--- config.mk ---
export PLATFORM = sky130hd
export DESIGN_NAME = switch_allocator_rr
export DESIGN_NICKNAME = d
export VERILOG_FILES = /design/src/rtl/noc_alloc_pkg.sv /design/src/rtl/rr_arbiter.sv /design/src/rtl/switch_allocator_rr.sv
export SDC_FILE = /design/constraint.sdc
export NUM_CORES = 1
export LEC_CHECK = 0
export CORE_MARGIN = 2
export CORE_UTILIZATION = 52
export DETAILED_ROUTE_END_ITERATION = 7
export MAX_ROUTING_LAYER = met4
export PLACE_DENSITY = 0.79
export SLEW_MARGIN = 20
export SYNTH_ARGS = -nofsm -noshare
export SYNTH_HDL_FRONTEND = slang
export SYNTH_SLANG_ARGS = --single-unit
--- constraint.sdc ---
create_clock -name clk -period 3.27 [get_ports clk]
set_input_delay 0.327 -clock clk [delete_from_list [all_inputs] [get_ports clk]]
set_output_delay 0.327 -clock clk [all_outputs]
set_load 0.005 [all_outputs]
--- src/rtl/noc_alloc_pkg.sv ---
// Shared types, widths and the round-robin pick helper for the mesh router switch allocator.
package noc_alloc_pkg;

    localparam int INPUTS  = 4;
    localparam int OUTPUTS = 4;
    localparam int SEL_W   = $clog2(INPUTS);
    localparam int DEST_W  = $clog2(OUTPUTS);

    typedef enum logic [1:0] {
        IDLE   = 2'd0,
        GRANT  = 2'd1,
        LOCKED = 2'd2
    } alloc_state_t;

    typedef struct packed {
        logic             found;
        logic [SEL_W-1:0] idx;
    } rr_pick_t;

    // First set bit of req_vec scanning upward from ptr with explicit wrap.
    // Scanning the ring backwards lets the earliest candidate overwrite later ones.
    function automatic rr_pick_t rr_pick(input logic [INPUTS-1:0] req_vec,
                                         input logic [SEL_W-1:0]  ptr);
        rr_pick_t r;
        int       p;
        r = '0;
        for (int k = INPUTS - 1; k >= 0; k--) begin
            p = int'(ptr) + k;
            if (p >= INPUTS) begin
                p = p - INPUTS;
            end
            if (req_vec[p]) begin
                r.found = 1'b1;
                r.idx   = SEL_W'(p);
            end
        end
        return r;
    endfunction

endpackage

--- src/rtl/rr_arbiter.sv ---
// Per-output arbiter: IDLE/GRANT/LOCKED path FSM with round-robin pointer,
// current owner and the crossbar select register for one output port.
module rr_arbiter
    import noc_alloc_pkg::*;
(
    input  logic              clk,
    input  logic              rst,
    input  logic [INPUTS-1:0] eligible,
    input  logic [INPUTS-1:0] tail_release,
    output logic [INPUTS-1:0] grant_vec,
    output logic [INPUTS-1:0] lock_vec,
    output logic              busy,
    output logic [SEL_W-1:0]  route_select
);

    alloc_state_t     state_reg, state_next;
    logic [SEL_W-1:0] owner_reg, owner_next;
    logic [SEL_W-1:0] rr_ptr_reg, rr_ptr_next;
    logic [SEL_W-1:0] route_sel_reg, route_sel_next;
    rr_pick_t         pick;

    assign pick = rr_pick(eligible, rr_ptr_reg);

    always_ff @(posedge clk) begin
        if (rst) begin
            state_reg     <= IDLE;
            owner_reg     <= '0;
            rr_ptr_reg    <= '0;
            route_sel_reg <= '0;
        end else begin
            state_reg     <= state_next;
            owner_reg     <= owner_next;
            rr_ptr_reg    <= rr_ptr_next;
            route_sel_reg <= route_sel_next;
        end
    end

    always_comb begin
        state_next     = state_reg;
        owner_next     = owner_reg;
        rr_ptr_next    = rr_ptr_reg;
        route_sel_next = route_sel_reg;
        case (state_reg)
            IDLE: begin
                if (pick.found) begin
                    state_next     = GRANT;
                    owner_next     = pick.idx;
                    route_sel_next = pick.idx;
                    rr_ptr_next    = (pick.idx == SEL_W'(INPUTS - 1)) ? '0
                                                                      : pick.idx + SEL_W'(1);
                end
            end
            GRANT:   state_next = LOCKED;
            // Release only counts once the path is fully locked.
            LOCKED:  if (tail_release[owner_reg]) state_next = IDLE;
            default: state_next = IDLE;
        endcase
    end

    // Outputs depend on registered state only, so eligibility never loops back combinationally.
    always_comb begin
        grant_vec = '0;
        lock_vec  = '0;
        if (state_reg == GRANT) begin
            grant_vec[owner_reg] = 1'b1;
        end
        if (state_reg != IDLE) begin
            lock_vec[owner_reg] = 1'b1;
        end
    end

    assign busy         = (state_reg != IDLE);
    assign route_select = route_sel_reg;

endmodule

--- src/rtl/switch_allocator_rr.sv ---
// Round-robin switch allocator: builds per-output eligibility, runs one
// rr_arbiter per output and merges their grant/lock vectors per input.
module switch_allocator_rr
    import noc_alloc_pkg::*;
(
    input  logic                             clk,
    input  logic                             rst,
    input  logic [INPUTS-1:0]                req_valid,
    input  logic [INPUTS-1:0][DEST_W-1:0]    req_dest,
    input  logic [INPUTS-1:0]                tail_release,
    output logic [INPUTS-1:0]                grant,
    output logic [OUTPUTS-1:0][SEL_W-1:0]    route_select,
    output logic [OUTPUTS-1:0]               output_busy,
    output logic [INPUTS-1:0]                input_locked
);

    logic [OUTPUTS-1:0][INPUTS-1:0] eligible;
    logic [OUTPUTS-1:0][INPUTS-1:0] grant_mat;
    logic [OUTPUTS-1:0][INPUTS-1:0] lock_mat;

    generate
        for (genvar gi = 0; gi < OUTPUTS; gi++) begin : g_out
            // Out-of-range destinations never match any output index.
            for (genvar gj = 0; gj < INPUTS; gj++) begin : g_in
                assign eligible[gi][gj] = req_valid[gj]
                                        && (req_dest[gj] == DEST_W'(gi))
                                        && !input_locked[gj];
            end

            rr_arbiter u_arb (
                .clk          (clk),
                .rst          (rst),
                .eligible     (eligible[gi]),
                .tail_release (tail_release),
                .grant_vec    (grant_mat[gi]),
                .lock_vec     (lock_mat[gi]),
                .busy         (output_busy[gi]),
                .route_select (route_select[gi])
            );
        end
    endgenerate

    always_comb begin
        grant        = '0;
        input_locked = '0;
        for (int o = 0; o < OUTPUTS; o++) begin
            grant        = grant | grant_mat[o];
            input_locked = input_locked | lock_mat[o];
        end
    end

endmodule

==> impl_metrics.env <==
export IMPL_cts_htree_levels=1
export IMPL_syn_area_per_cell_sq_um=8.31
export IMPL_die_h_um=65.2
export IMPL_utilization=0.649
export IMPL_power_density_nw_per_um2=376
export IMPL_ir_drop_v=0.000175
export IMPL_area_growth_pct=21.2
export IMPL_rows=22
export IMPL_synth_top_flop_cell="dfxtp_1"
export IMPL_numCtsBuffers=3
export IMPL_synth_edf_count=0
export IMPL_antenna_found_initial=0
export IMPL_cts_resized=0
export IMPL_start_util=0.535
export IMPL_die_w_um=65.2
export IMPL_max_freq_ghz=0.369
export IMPL_final_max_slew_viol_count=0
export IMPL_avgViaCountPerCell=6.06
export IMPL_crit_fanout=9
export IMPL_cp_end_kind="register"
export IMPL_ys_seq_area_frac=0.247
export IMPL_first_pass_iters=4
export IMPL_diodes=0
export IMPL_wl_um=4980
export IMPL_hold_class="reg2reg"
export IMPL_synth_area_leader_cell="dfxtp_1"
export IMPL_clk_path_buf_depth=2
export IMPL_post_cts_buffers=0
export IMPL_synth_top_area_share=0.247
export IMPL_core_region_area_sq_um=3630
export IMPL_fin_crit_ns=2.71
export IMPL_required_ns=3.45
export IMPL_p_leak_nw=0.844
export IMPL_synth_nets=253
export IMPL_die_area_sq_um=4250
export IMPL_fin_ws_ns=0.563
export IMPL_synth_area_top_cells="dfxtp_1 25%, nor2_1 5.6%, mux4_2 3.5%"
export IMPL_wl_per_cell_um=16.0
export IMPL_worstMarginPinSlew_ns=0.899
export IMPL_finalCritPeriodShare=0.828
export IMPL_drv_cap=0
export IMPL_tns_ns=0
export IMPL_overflow=0
export IMPL_gp_congestion=0.871
export IMPL_report_final_setup_viol=0
export IMPL_final_cell_mix="37 x clkdlybuf4s50_1, 29 x nor2_1, 24 x dfxtp_1"
export IMPL_holdBufCountCts=0
export IMPL_drive_gt1_frac=0.141
export IMPL_port_buffers=37
export IMPL_drtIter0Drc=239
export IMPL_ys_async_sr_fraction=0
export IMPL_yosys_warnings=0
export IMPL_synth_seq_cells=24
export IMPL_root_buffer="clkbuf_8"
export IMPL_fill_cells=343
export IMPL_final_antenna_net_count=0
export IMPL_dpl_hpwl_um=3800
export IMPL_status="completed"
export IMPL_critical_path_class="reg2reg"
export IMPL_start_kind="register"
export IMPL_grt_pass1_vias=1763
export IMPL_place_ws_ns=0.627
export IMPL_power_w=0.000887
export IMPL_grt_usage=0.259
export IMPL_synthCells=234
export IMPL_rsz0062_at_grt="no"
export IMPL_maxSlewHeadroom=0.399
export IMPL_synth_distinct_cells=68
export IMPL_mostFrequentLayoutCell="clkdlybuf4s50_1"
export IMPL_clkTransAtPathRegs_ns=0.08
export IMPL_clk_latency_ns=0.27
export IMPL_clock_sinks=24
export IMPL_nets=283
export IMPL_via_count=1884
export IMPL_grt_pass1_wl_um=8370
export IMPL_hold_viol=0
export IMPL_grt_max_degree=24
export IMPL_cts_tree="yes"
export IMPL_fin_skew_ns=0.00485
export IMPL_syn_area_sq_um=1950
export IMPL_io_pins=38
export IMPL_drc=0
export IMPL_arrival_ns=2.89
critical path: stages (launching register included):
cell	delay [ns]
dfxtp_1	0.49
o21bai_1	0.18
o22ai_1	0.17
or2_2	0.39
nor3_2	0.36
a21oi_1	0.09
o221a_2	0.29
ha_1	0.19
or3_1	0.36
a21oi_1	0.12
metrics by stage:
| stage | hold slack [ns] | area [sq um] | instances |
|---|---|---|---|
| detailed placement | 0.492 | 2300 | 307 |
| global placement | 0.489 | 2300 | 307 |
| CTS | 0.503 | 2360 | 311 |
| finish | 0.506 | 2360 | 311 |
| floorplan | 0.411 | 1950 | 234 |
| global route | 0.541 | 2360 | 311 |
metal layers:
layer / part of all wire / global-route usage / up-vias
met5: 0 / - / -
met4: 0.014 / 0.0911 / 0
met3: 0.053 / 0.0325 / 7
met2: 0.46 / 0.399 / 66
met1: 0.47 / 0.353 / 879
li1: - / - / 932
final cells by class:
type,count,area (sq um),share of cell area
well taps,48,60.1,0.0255
repair buffers,37,370,0.157
inverters,16,60.1,0.0255
flip-flops and latches,24,480,0.204
multi-input cells,182,1330,0.565
clock buffers,4,55.1,0.0233
logic make-up (layout without fill, tap and decap cells):
family,after synthesis,in the layout,synth area share
AO/OA/AOI/OAI,62,62,0.269
XOR/XNOR,3,3,0.0135
adder cells (fa/ha/maj),1,1,0.00643
buffers and inverters,28,57,0.0682
flip-flops,24,24,0.247
multiplexers,12,12,0.0913
AND/OR/NAND/NOR,104,104,0.304
synth_stat cells (3+ instances only):
cell type and number:
mux4_2 3, inv_1 15, buf_2 3, mux2i_1 5
or3b_2 3, o21ai_0 6, or2_2 4, nand3_1 6
nor2_1 29, nand4b_1 3, nand3b_1 5, or3_1 5
nand2b_1 3, mux2_2 3, a21oi_1 12, a211oi_1 3
o22ai_1 7, dfxtp_1 24, buf_4 6, nor3_1 10
nand2_1 16, o211ai_1 4, nor4_1 3
path summary, 6_finish.rpt:
check,cells past startpoint,slack [ns],to,start
min reg2reg,2,0.51,g_out[1].u_arb.rr_ptr_reg[0]$_SDFFE_PP0P_,g_out[1].u_arb.rr_ptr_reg[0]$_SDFFE_PP0P_
min,2,0.51,g_out[1].u_arb.rr_ptr_reg[0]$_SDFFE_PP0P_,g_out[1].u_arb.rr_ptr_reg[0]$_SDFFE_PP0P_
max,9,0.56,g_out[1].u_arb.rr_ptr_reg[0]$_SDFFE_PP0P_,g_out[1].u_arb.owner_reg[1]$_SDFFE_PP0P_
max reg2reg,9,0.56,g_out[1].u_arb.rr_ptr_reg[0]$_SDFFE_PP0P_,g_out[1].u_arb.owner_reg[1]$_SDFFE_PP0P_
report_power, final:
part           total, W  leakage, nW  internal, W  switching (W)
sequential     0.000370        0.197     0.000321      0.0000486
clock          0.000203       0.0288     0.000107      0.0000951
combinational  0.000314        0.619     0.000162       0.000152
Power figures use the tool's default switching activity.
